--- config.mk ---
export PLATFORM = sky130hd
export DESIGN_NAME = image_out_unpacker
export DESIGN_NICKNAME = d
export VERILOG_FILES = /design/src/rtl/image_out_unpacker.sv
export SDC_FILE = /design/constraint.sdc
export NUM_CORES = 1
export LEC_CHECK = 0
export BUFFER_PORTS_ARGS = -buffer_cell sky130_fd_sc_hd__buf_2
export CORE_ASPECT_RATIO = 0.75
export CORE_MARGIN = 2
export CORE_UTILIZATION = 49
export CTS_BUF_LIST = sky130_fd_sc_hd__clkbuf_8
export DETAILED_ROUTE_END_ITERATION = 6
export GPL_TIMING_DRIVEN = 0
export PLACE_DENSITY = 0.76
export SYNTH_ARGS = -nofsm -noshare
export SYNTH_HDL_FRONTEND = slang
export SYNTH_SLANG_ARGS = --single-unit
--- constraint.sdc ---
create_clock -name rd_clk -period 1.85 [get_ports rd_clk]
set_input_delay 0.37 -clock rd_clk [delete_from_list [all_inputs] [get_ports rd_clk]]
set_output_delay 0.37 -clock rd_clk [all_outputs]
set_load 0.01 [all_outputs]
--- src/rtl/image_out_unpacker.sv ---
// Unpacks 64-bit FIFO words into a stream of 16-bit RGB565 pixels (lane 0 first)
// and tags each pixel with frame position markers and a starvation counter.
module image_out_unpacker #(
    parameter int H_ACTIVE = 1280,
    parameter int V_ACTIVE = 720
) (
    input  logic        rd_clk,
    input  logic        rd_rst,
    input  logic        fifo_rd_vld,
    input  logic [63:0] fifo_rd_data,
    output logic        fifo_rd_en,
    input  logic        pix_ready,
    output logic        pix_valid,
    output logic [15:0] pix_data,
    output logic        pix_sof,
    output logic        pix_eol,
    output logic        pix_eof,
    output logic [15:0] underflow_cnt
);

    localparam int XW = (H_ACTIVE > 1) ? $clog2(H_ACTIVE) : 1;
    localparam int YW = (V_ACTIVE > 1) ? $clog2(V_ACTIVE) : 1;
    localparam logic [XW-1:0] X_LAST = XW'(H_ACTIVE - 1);
    localparam logic [YW-1:0] Y_LAST = YW'(V_ACTIVE - 1);

    logic [63:0]   hold_q, hold_d;
    logic          hold_vld_q, hold_vld_d;
    logic [1:0]    lane_q, lane_d;
    logic [XW-1:0] x_cnt_q, x_cnt_d;
    logic [YW-1:0] y_cnt_q, y_cnt_d;
    logic          in_frame_q, in_frame_d;
    logic [15:0]   underflow_cnt_q, underflow_cnt_d;

    logic transfer;
    logic last_lane;
    logic pop;

    assign transfer  = hold_vld_q & pix_ready;
    assign last_lane = (lane_q == 2'd3);
    // Refill either into an empty holder or in the same cycle the last lane leaves.
    assign pop       = fifo_rd_vld & ~rd_rst & (~hold_vld_q | (transfer & last_lane));

    assign fifo_rd_en    = pop;
    assign pix_valid     = hold_vld_q;
    assign pix_sof       = hold_vld_q & (x_cnt_q == '0) & (y_cnt_q == '0);
    assign pix_eol       = hold_vld_q & (x_cnt_q == X_LAST);
    assign pix_eof       = pix_eol & (y_cnt_q == Y_LAST);
    assign underflow_cnt = underflow_cnt_q;

    always_comb begin
        pix_data = hold_q[15:0];
        case (lane_q)
            2'd0: pix_data = hold_q[15:0];
            2'd1: pix_data = hold_q[31:16];
            2'd2: pix_data = hold_q[47:32];
            2'd3: pix_data = hold_q[63:48];
            default: pix_data = hold_q[15:0];
        endcase
    end

    always_comb begin
        hold_d     = hold_q;
        hold_vld_d = hold_vld_q;
        lane_d     = lane_q;
        if (pop) begin
            hold_d     = fifo_rd_data;
            hold_vld_d = 1'b1;
            lane_d     = 2'd0;
        end else if (transfer) begin
            if (last_lane) begin
                hold_vld_d = 1'b0;
            end else begin
                lane_d = lane_q + 2'd1;
            end
        end
    end

    always_comb begin
        x_cnt_d = x_cnt_q;
        y_cnt_d = y_cnt_q;
        if (transfer) begin
            if (x_cnt_q == X_LAST) begin
                x_cnt_d = '0;
                y_cnt_d = (y_cnt_q == Y_LAST) ? '0 : y_cnt_q + 1'b1;
            end else begin
                x_cnt_d = x_cnt_q + 1'b1;
            end
        end
    end

    // End-of-frame wins so a single-pixel frame never leaves in_frame set.
    always_comb begin
        in_frame_d      = in_frame_q;
        underflow_cnt_d = underflow_cnt_q;
        if (transfer) begin
            if (pix_eof) begin
                in_frame_d = 1'b0;
            end else if (pix_sof) begin
                in_frame_d = 1'b1;
            end
        end
        if (in_frame_q && pix_ready && !hold_vld_q && (underflow_cnt_q != 16'hFFFF)) begin
            underflow_cnt_d = underflow_cnt_q + 16'd1;
        end
    end

    always_ff @(posedge rd_clk) begin
        if (rd_rst) begin
            hold_q          <= '0;
            hold_vld_q      <= 1'b0;
            lane_q          <= 2'd0;
            x_cnt_q         <= '0;
            y_cnt_q         <= '0;
            in_frame_q      <= 1'b0;
            underflow_cnt_q <= '0;
        end else begin
            hold_q          <= hold_d;
            hold_vld_q      <= hold_vld_d;
            lane_q          <= lane_d;
            x_cnt_q         <= x_cnt_d;
            y_cnt_q         <= y_cnt_d;
            in_frame_q      <= in_frame_d;
            underflow_cnt_q <= underflow_cnt_d;
        end
    end

endmodule

==> results.sh <==
export IMPL_start_util_pct=49.8
export IMPL_rr_worst_depth=6
export IMPL_hold_depth=3
export IMPL_routed_wl_um=14800
export IMPL_htreeDepth=3
export IMPL_clock_skew_ps=12.6
export IMPL_worst_hold_startpoint="fifo_rd_data[2]"
export IMPL_drcViolationCount=9
export IMPL_drive_gt1_share_pct=32.5
export IMPL_leakage_nw=2.67
export IMPL_r2r_slack_ps=-70
export IMPL_ys_async_sr_fraction_pct=0
export IMPL_syn_inst=591
export IMPL_synth_seq_cells=105
export IMPL_worstSetupPathType="flip-flop to primary output"
export IMPL_max_stage_delay_ps=460
export IMPL_synth_area_um2=4750
export IMPL_ys_warn_count=0
export IMPL_core_um2=9540
export IMPL_finalNetCount=820
export IMPL_setup_slack_ps=-456
export IMPL_tightest_slew_ps=553
export IMPL_grt_pass1_vias=4328
export IMPL_post_synth_top_area_cell="dfxtp_1"
export IMPL_final_area_um2=6380
export IMPL_setup_viol=22
export IMPL_status="finished with violations"
export IMPL_cp_required_ps=1480
export IMPL_rsz0062_at_grt="true"
export IMPL_clockBufferDepth=2
export IMPL_syn_avg_cell_area_um2=8.03
export IMPL_pre_cts_ws_ps=-384
export IMPL_drt_iter0_markers=546
export IMPL_cts_tree="yes"
export IMPL_max_slew_margin_rel_pct=63.1
export IMPL_avgViaCountPerCell=5.63
export IMPL_grt_total_usage_pct=26.1
export IMPL_grt_overflow_total=0
export IMPL_worstSetupPathDepth=6
export IMPL_portBuffers=104
export IMPL_ant_nets=0
export IMPL_die_height_um=89.3
export IMPL_setup_tns_final_ps=-6590
export IMPL_critPathCaptureType="primary output"
export IMPL_min_to="hold_q[2]$_SDFFE_PP0P_"
export IMPL_fin_crit_ps=2310
export IMPL_dpl_hpwl_um=9860
export IMPL_slew_viol_final=0
export IMPL_synth_edf_count=0
export IMPL_fin_crit_sh_pct=125
export IMPL_crit_arrival_ps=1940
export IMPL_place_area_um2=5440
export IMPL_hold_path_class="input pin to flip-flop"
export IMPL_whs_ps=223
export IMPL_r2r_end="underflow_cnt[14]$_SDFFE_PP0P_"
export IMPL_antenna_found_initial=0
export IMPL_critPathSlowestCell="a222oi_1"
export IMPL_total_power_mw=4.45
export IMPL_rows=31
export IMPL_instances_no_fill=879
export IMPL_cap_violations=0
export IMPL_grt_max_degree=17
export IMPL_antenna_cells=0
export IMPL_ir_drop_mv=0.436
export IMPL_worst_setup_path_start_kind="flip-flop"
export IMPL_clkSlewWorstSetupHoldPaths_ps=100
export IMPL_syn2layout_area_growth_pct=34.4
export IMPL_first_pass_iters=7
export IMPL_synth_area_leaders="dfxtp_1 (44%), nand2_1 (11%), a21oi_1 (9.2%)"
export IMPL_clk_latency_ps=370
export IMPL_worstPathMaxFanout=4
export IMPL_die_width_um=118
export IMPL_synthDistinctLibCells=44
export IMPL_ctsHoldBuffers=0
export IMPL_globalplace_congestion=0.894
export IMPL_seq_area_frac_synth_pct=44.3
export IMPL_io_pins=105
export IMPL_synthFlopType="dfxtp_1"
export IMPL_cp_top_family="compound AO/OA/AOI/OAI gates"
export IMPL_cts_made_buffers=9
export IMPL_powerDensity_nw_per_um2=697
export IMPL_grt_pass1_wl_um=21500
export IMPL_critPathBufInv=3
export IMPL_synth_nets=668
export IMPL_clock_root_buffer="clkbuf_8"
export IMPL_synth_top_area_share_pct=44.3
export IMPL_cts_sinks=105
export IMPL_final_util_pct=66.9
export IMPL_r2r_start="underflow_cnt[0]$_SDFFE_PP0P_"
export IMPL_wl_per_cell_um=16.8
export IMPL_vias=4950
export IMPL_final_hold_viol_count=0
export IMPL_die_area_um2=10500
export IMPL_failed_checks="design-rule violations, negative setup slack"
export IMPL_place_inst=827
export IMPL_max_freq_ghz=0.434
export IMPL_crit_chain="inv_4 -> ha_4 -> buf_6 -> a222oi_1 -> mux2i_1 -> buf_2"
## kinds of logic after synthesis
group	after synthesis	synth area share (%)
flip-flops	105	44.3
AND/OR/NAND/NOR	253	25.8
XOR/XNOR	10	1.84
multiplexers	19	4.03
buffers and inverters	65	5.67
AO/OA/AOI/OAI	130	16.0
adder cells (fa/ha/maj)	9	2.37
## state kept, by name, indices dropped and copies added (netlist names)
name	flops
pix_valid	1
in_frame_q	1
lane_q	2
hold_q	64
x_cnt_q	11
y_cnt_q	10
underflow_cnt	16
## worst max path at each step
stage                             startpoint                             end  slack (ps)
2_1_floorplan  underflow_cnt[0]$_SDFFE_PP0P_  underflow_cnt[11]$_SDFFE_PP0P_          20
3_3_place_gp          lane_q[0]$_SDFFE_PP0P_                    pix_data[13]        -370
3_5_place_dp          lane_q[0]$_SDFFE_PP0P_                    pix_data[13]        -380
4_1_cts               lane_q[0]$_SDFFE_PP0P_                    pix_data[13]        -450
5_1_grt               lane_q[0]$_SDFFE_PP0P_                    pix_data[13]        -510
6_report              lane_q[0]$_SDFFE_PP0P_                    pix_data[14]        -460
## layer usage
metal | share of wire, % | GRT usage (%) | routed length, um
met5 | 0 | 0 | 0
met4 | 1.6 | 6.02 | 236
met3 | 8.5 | 6.12 | 1260
met2 | 47 | 42.1 | 6880
met1 | 43 | 35.9 | 6400
## worst reg2reg max path: stages, from the launching register on
cell	delay (ps)
dfxtp_4	380
ha_2	200
nand4_1	250
buf_4	240
nor4_1	460
a31oi_1	160
nor3_1	180
## Yosys cell counts (2+ instances only)
| master | number |
|---|---|
| buf_1 | 4 |
| and3_1 | 10 |
| nor2b_1 | 2 |
| dfxtp_1 | 105 |
| o31ai_1 | 6 |
| clkbuf_2 | 2 |
| and4_1 | 7 |
| nand2_1 | 143 |
| or3_1 | 12 |
| nor4_1 | 6 |
| xnor2_1 | 4 |
| a222oi_1 | 16 |
| nand3b_1 | 5 |
| xor2_1 | 6 |
| clkbuf_1 | 20 |
| a21oi_1 | 87 |
| nand2b_1 | 2 |
| o21ai_0 | 14 |
| buf_2 | 12 |
| ha_1 | 9 |
| or4_1 | 7 |
| a31oi_1 | 2 |
| and2_1 | 5 |
| nand4_1 | 11 |
| inv_1 | 25 |
| mux2i_1 | 18 |
| buf_4 | 2 |
| nor2_1 | 17 |
| nand3_1 | 10 |
| nor3_1 | 8 |
## power by group
group / switching [mW] / internal (mW) / leakage, nW
logic: 0.278 / 0.212 / 1.69
registers: 0.0593 / 2.33 / 0.871
clock network: 0.779 / 0.790 / 0.104
## placed cells by master (no fill, tap or decap), types with 3 or more instances in the layout
master	synthesis	layout
dfxtp_4	0	11
dfxtp_2	0	13
buf_2	12	105
nand3_1	10	10
mux2i_1	18	18
clkbuf_8	0	11
ha_4	0	7
buf_6	0	9
and2_1	5	4
or4_1	7	7
a222oi_1	16	16
o21ai_0	14	14
nor4_4	0	3
clkbuf_1	20	12
inv_1	25	21
clkbuf_4	0	6
nand2_1	143	143
buf_4	2	42
nor2_1	17	16
and3_1	10	7
nand3b_1	5	5
buf_8	0	3
and3_4	0	3
nor3_1	8	6
dfxtp_1	105	81
and4_1	7	6
nand4_1	11	11
a21oi_1	87	86
o31ai_1	6	6
or3_1	12	12
xnor2_1	4	4
inv_4	0	3
xor2_1	6	6
## final cells by class
| cell class | instances | area [um2] |
|---|---|---|
| buffer | 36 | 270 |
| clock buffer | 10 | 138 |
| clock inverter | 5 | 80.1 |
| fill | 783 | 3160 |
| inverter | 25 | 101 |
| multi-input combinational | 421 | 2610 |
| sequential | 105 | 2160 |
| tap | 132 | 165 |
| timing repair buffer | 145 | 856 |
## timing repair
| action | CTS | global route |
|---|---|---|
| endpoints found under the setup margin | 93 | 88 |
| buffers inserted | 22 | 18 |
| hold endpoints to repair | 0 | 0 |
| pin swaps | 22 | 24 |
| gates cloned | 1 | 0 |
| gates resized for setup | 81 | 54 |
No activity file was read; power rests on OpenSTA's default activity.
